$ cat config.mk
export PLATFORM = sky130hd
export DESIGN_NAME = conv_pack_buffer
export DESIGN_NICKNAME = d
export VERILOG_FILES = /design/src/rtl/conv_pack_pkg.sv /design/src/rtl/elem_relu.sv /design/src/rtl/conv_pack_buffer.sv
export SDC_FILE = /design/constraint.sdc
export NUM_CORES = 2
export LEC_CHECK = 0
export CAP_MARGIN = 15
export CORE_AREA = 2 2 343 345
export CTS_CLUSTER_DIAMETER = 40
export CTS_CLUSTER_SIZE = 28
export DETAILED_ROUTE_END_ITERATION = 8
export DIE_AREA = 0 0 345 347
export GPL_TIMING_DRIVEN = 0
export SYNTH_ARGS = -nofsm -noshare
export SYNTH_HDL_FRONTEND = slang
export SYNTH_SLANG_ARGS = --single-unit
$ cat constraint.sdc
create_clock -name clk -period 48 [get_ports clk]
set_input_delay 9.6 -clock clk [delete_from_list [all_inputs] [get_ports clk]]
set_output_delay 9.6 -clock clk [all_outputs]
set_load 0.02 [all_outputs]
$ cat src/rtl/conv_pack_pkg.sv
// conv_pack_pkg: frame geometry constants and state type shared by the conv pack buffer.
package conv_pack_pkg;

    localparam int CONV_W = 6;
    localparam int CONV_H = 6;
    localparam int CONV_D = 3;
    localparam int ELEM_W = 8;
    localparam int N_ELEM = CONV_W * CONV_H * CONV_D;

    typedef enum logic {
        FILL = 1'b0,
        FULL = 1'b1
    } state_t;

    // Linear position of element (channel d, row r, column c) in a raster-ordered frame.
    function automatic int elem_index(input int d, input int r, input int c);
        return d * CONV_W * CONV_H + r * CONV_W + c;
    endfunction

endpackage

$ cat src/rtl/elem_relu.sv
// elem_relu: combinational ReLU on one signed element; negative values become zero.
module elem_relu #(
    parameter int DW = 8
) (
    input  logic [DW-1:0] in_data,
    output logic [DW-1:0] out_data
);

    always_comb begin
        out_data = in_data[DW-1] ? '0 : in_data;
    end

endmodule

$ cat src/rtl/conv_pack_buffer.sv
// conv_pack_buffer: packs a raster-ordered stream of conv elements into one frame vector.
// Define CONV_PACK_RELU_EN to clamp negative elements to zero as they are stored.
module conv_pack_buffer
    import conv_pack_pkg::*;
#(
    parameter int DW     = ELEM_W,
    parameter int N_ELEM = CONV_W * CONV_H * CONV_D
) (
    input  logic                 clk,
    input  logic                 rst,
    input  logic                 in_valid,
    output logic                 in_ready,
    input  logic [DW-1:0]        in_data,
    input  logic                 in_last,
    output logic                 out_valid,
    input  logic                 out_ready,
    output logic [N_ELEM*DW-1:0] conv_lin,
    output logic                 frame_err
);

    localparam int             IW       = $clog2(N_ELEM);
    localparam logic [IW-1:0] LAST_IDX = IW'(N_ELEM - 1);

    state_t                 state_q, state_d;
    logic [IW-1:0]          idx_q, idx_d;
    logic [N_ELEM*DW-1:0]   lin_q, lin_d;
    logic                   err_q, err_d;
    logic [DW-1:0]          elem;
    logic                   accept;

`ifdef CONV_PACK_RELU_EN
    elem_relu #(.DW(DW)) u_relu (
        .in_data (in_data),
        .out_data(elem)
    );
`else
    assign elem = in_data;
`endif

    // Acceptance and handoff are mutually exclusive because they live in different states.
    always_comb begin
        state_d = state_q;
        idx_d   = idx_q;
        lin_d   = lin_q;
        err_d   = 1'b0;
        accept  = in_valid && (state_q == FILL);
        if (accept) begin
            lin_d[idx_q*DW +: DW] = elem;
            if (idx_q == LAST_IDX) begin
                idx_d   = '0;
                state_d = FULL;
                err_d   = !in_last;
            end else if (in_last) begin
                idx_d = '0;
                err_d = 1'b1;
            end else begin
                idx_d = idx_q + IW'(1);
            end
        end else if (state_q == FULL && out_ready) begin
            state_d = FILL;
        end
    end

    always_ff @(posedge clk or posedge rst) begin
        if (rst) begin
            state_q <= FILL;
            idx_q   <= '0;
            lin_q   <= '0;
            err_q   <= 1'b0;
        end else begin
            state_q <= state_d;
            idx_q   <= idx_d;
            lin_q   <= lin_d;
            err_q   <= err_d;
        end
    end

    assign in_ready  = (state_q == FILL);
    assign out_valid = (state_q == FULL);
    assign conv_lin  = lin_q;
    assign frame_err = err_q;

endmodule
==> Word-level counts from Yosys, hierarchy flattened <==
Index checks and enable logic that the tools add are counted.
{ "word_totals": {"wordCells": 25, "output_inout_bits": 867, "ff_bits": 873, "ram_bits": 0, "memories": 0, "latch_bits": 0, "in_bits": 13, "romBits": 0} }
{ "classes": {"shift": 2, "bitwise": 1, "reduce_logical": 5, "order_cmp": 0, "n_addsub": 2, "n_mux": 9, "n_mul": 0, "div": 0, "eq_ne": 2} }
{ "op_table": {"columns": ["cell", "count"], "rows": [
  ["$bwmux W864", 1],
  ["$shift A8 B34 Y864 const A", 1],
  ["$shiftx A8 B34 Y864", 1],
  ["$neg A10 Y34", 1],
  ["$mux W7", 2],
  ["$add A7 B1 Y7 const B", 1],
  ["$eq A7 B7 Y1 const B", 1],
  ["$mux W1", 6],
  ["$logic_and A1 B1 Y1", 2],
  ["$ne A2 B1 Y1 const B", 1],
  ["$reduce_and A2 Y1", 1],
  ["$reduce_bool A2 Y1", 1],
  ["$logic_not A1 Y1", 1],
  ["$not A1 Y1", 1]
]} }

==> Depth between registers and ports, before layout <==
{ "depth": {"depth_word": 4, "ltp_mapped": 15, "depth_no_buf": 9} }

==> Worst setup path before layout <==
No wires, ideal clock.
{ "synth_path": {"path_type": "input -> register", "from": "input in_valid", "to": "register lin_q[768], in the netlist conv_lin[768]", "path_stages": 7, "slack_ns": 36.417, "required_time_ns": 47.875, "path_buffers": 2, "arrival_time_ns": 11.458, "setup_time_ns": 0.125, "cell_sequence": "or3b_1 > buf_4 > a211oi_2 > nand3_2 > or3_1 > buf_4 > mux2_4"} }
{ "synth_via": {"elab_chain_len": 1} }
{ "synth_rtl": {"columns": ["item", "line_no", "source"], "rows": [
  ["start, declared", "conv_pack_buffer.sv:11", "input logic in_valid,"],
  ["$logic_and A1 B1 Y1", "conv_pack_buffer.sv:46", "accept = in_valid && (state_q == FILL);"],
  ["end signal, assigned", "conv_pack_buffer.sv:73", "lin_q <= lin_d;"],
  ["end, declared", "conv_pack_buffer.sv:26", "logic [N_ELEM*DW-1:0] lin_q, lin_d;"]
]} }
Every way passes these cells.
A chain may end at the register's enable or synchronous reset.

==> Worst setup path in the final report <==
{ "layout_path": {"from": "input in_data[7]", "to": "register lin_q[399], in the netlist conv_lin[399]"} }
{ "layout_via": {"elab_chain_len": 2} }
{ "layout_rtl": {"columns": ["item", "line_no", "source"], "rows": [
  ["start, declared", "conv_pack_buffer.sv:13", "input logic [DW-1:0] in_data,"],
  ["$shiftx A8 B34 Y864", "conv_pack_buffer.sv:48", "lin_d[idx_q*DW +: DW] = elem;"],
  ["$bwmux W864", "conv_pack_buffer.sv:48", null]
]} }
Every way passes these cells.

==> impl_results.md <==
- Status: finished, final reports clean
- Most common cell after layout, fill and taps aside: clkdlybuf4s50_1
- Hold-fix buffers, CTS: 0
- Register area share after synthesis: 61.1%
- Post-synthesis compound-gate area fraction: 10.6%
- Post-Synth Adder-Cell Area: 0.105%
- Share of cells above drive strength 1: 23.7%
- CP top delay family: buffers and inverters
- Final Instance Area: 52,100 um^2
- Area of the multi-input gates: 12,900 um^2
- CP Max Fanout: 10
- GRT Overall Usage: 26.9%
- TritonCTS Sinks: 873
- Drt first pass iters: 5
- Slowest cell on the critical path: nand3_1
- Tot Pwr: 2180 uW
- Total wire length: 164,000 um
- Port bufs: 879
- Post-CTS sizing: 0
- Final Skew: 0.0280 ns
- Synth Area in XOR/XNOR: 0.196%
- LEAKAGE: 0.0234 uW
- Worst path depth: 5
- Worst reg2reg startpoint: idx_q[0]
- Crit path launch: in_data[7]
- Crit path to: conv_lin[399]
- Setup Crit Path Kind: in2reg
- Die area: 120,000 um^2
- Final layout net count: 3,861
- H-tree levels: 4
- Antenna-violating nets left: 0
- Seq cells post-synth: 873
- Largest family of logic cells by synthesized area: multiplexers
- Chip width: 345 um
- I/O pin total: 880
- Ordered list of cells on the worst path: clkdlybuf4s50_1, clkbuf_1, nand3_1, nor2_1, mux2_2
- Final hold slack: 0.474 ns
- Worst Setup Start Kind: input pin
- Synth top area share: 61.1%
- Area delta synth->final: 45.6%
- DRC: 0
- Synth async-reset ratio: 100%
- Routed wire per std cell: 29.9 um
- Worst EP required: 48.68 ns
- RSZ-0062 raised after global routing: no
- Register area: 21,800 um^2
- Synth Area in Simple Gates: 7.97%
- Mux cell area share after synthesis: 17.2%
- Post-Syn Area: 35,800 um^2
- Clock Pin Slew Worst Setup and Hold Paths: 0.06 ns
- Power per cell area: 41.8 nW/um^2
- Period minus WS final: 12.47 ns
- Max frequency: 80.2 MHz
- Vias in the first global route: 29,178
- Least-Margin Pin Slew: 1.34 ns
- Post-DP HPWL: 125,000 um
- Flop-to-flop setup slack: 43.23 ns
- Fillers: 10,743
- Max-slew headroom: 10.7%
- CTS tree: yes
- Most frequent cells in the layout: 879 x clkdlybuf4s50_1, 873 x dfrtp_1, 487 x mux2_2, 423 x o21ai_0, 158 x nor2_1
- Vias/cell: 5.20
- Worst Setup End Kind: flip-flop
- Gp weighted congestion: 0.903
- Hold Violations, Final: 0
- Initial DRC count: 1,960
- Max-Cap Viols: 0
- CORE AREA: 116,000 um^2
- Die Height: 347 um
- Endpoints failing setup: 0
- Post-synthesis net count: 2,819
- Final core occ: 45.0%
- CTS root buffer: clkbuf_16
- Synth warn: 0
- First-pass GRT wire length: 229,000 um
- Starting density of the core: 30.9%
- Setup TNS: 0 ns
- TritonCTS Buffers: 139
- Vias: 28,550
- Worst VDD drop: 0.0000464 V
- Yosys top cell by area: dfrtp_1
- Clk Latency, worst-skew pair: 0.74 ns
- Postcts setup bufs: 0
- Initial antenna violation count: 11
- Reg2reg end: conv_lin[700]
- Fin crit share: 26.0%
- Post-synth EDFFs: 0
- HP Class: reg2reg
- Syn avg cell area: 12.8 um^2
- Worst path bufs/invs: 2
- Rows: 125
- Reg2reg path depth: 13
- Ranking of synthesized cells by area: dfrtp_1 61%, mux2_2 15%, o21ai_0 5.9%
- Cell count after synthesis: 2,803
- Post-synthesis cell type count: 61
- GR Overflow Total: 0
- Pin count of the biggest net entering global routing: 128
- CP peak stage delay: 1.02 ns
- DP Area: 46,900 um^2
- Count of pins over their slew limit: 0
- CP Data Arrival Time: 13.15 ns
- Clock Path Buffers: 3
- Dominant synthesized flop cell: dfrtp_1
[area by class of cell]
| type | count | share of cell area (%) |
|---|---|---|
| sequential | 873 | 41.9 |
| multi-input combinational | 1694 | 24.8 |
| timing repair buffer | 901 | 17.7 |
| clock buffer | 157 | 7.10 |
| tap | 1524 | 3.66 |
| clock inverter | 96 | 2.81 |
| buffer | 230 | 1.94 |
| inverter | 6 | 0.0576 |
| antenna | 5 | 0.0240 |
[worst min-delay path by stage]
stage / start / end / slack, ns / cells after the start
global placement: conv_lin[413] / conv_lin[413] / 0.46 / 2
global route: conv_lin[233] / conv_lin[233] / 0.49 / 1
finish: conv_lin[233] / conv_lin[233] / 0.47 / 1
CTS: conv_lin[233] / conv_lin[233] / 0.48 / 1
floorplan: conv_lin[408] / conv_lin[408] / 0.59 / 2
detailed placement: conv_lin[233] / conv_lin[233] / 0.47 / 1
[per-stage QoR]
stage          setup slack [ns]  std cells
2_1_floorplan             13.86       2803
3_3_place_gp               2.50       5206
3_5_place_dp              34.68       5225
4_1_cts                   35.49       5478
5_1_grt                   35.47       5482
6_report                  35.53       5486
[state kept, by name, summed over array words and instances (netlist names)]
| name | cells |
|---|---|
| conv_lin | 864 |
| idx_q | 7 |
| frame_err | 1 |
| out_valid | 1 |
[synthesized netlist by cell type, types with 22 or more instances]
cell type	n
o31ai_1	134
and2_1	22
nor3_1	44
nor2_1	159
dfrtp_1	873
nand2_1	75
mux2_4	40
nor3_2	22
mux2_2	487
nand2b_1	29
and3_1	25
or3_1	23
clkbuf_1	139
o21ai_0	423
nand3_1	32
a21o_1	36
buf_2	58
[layer usage]
metal / vias to the layer above / share of wire (%) / GRT usage [%]
met1: 14838 / 39 / 31.5
met4: 2 / 3.7 / 10.3
li1: 12206 / - / -
met3: 255 / 8.5 / 8.90
met2: 1249 / 49 / 45.7
met5: - / 0.0079 / 0
[where the power goes]
group	internal [uW]	switching [uW]
Combinational	69.4	232
Sequential	752	9.17
Clock	715	398
[kinds of logic after synthesis]
family / Yosys count
simple gates: 505
xor+xnor: 8
compound gates: 645
mux: 533
buf+inv: 236
flops: 873
fa+ha+maj: 3
(Power assumes the default switching activity.)
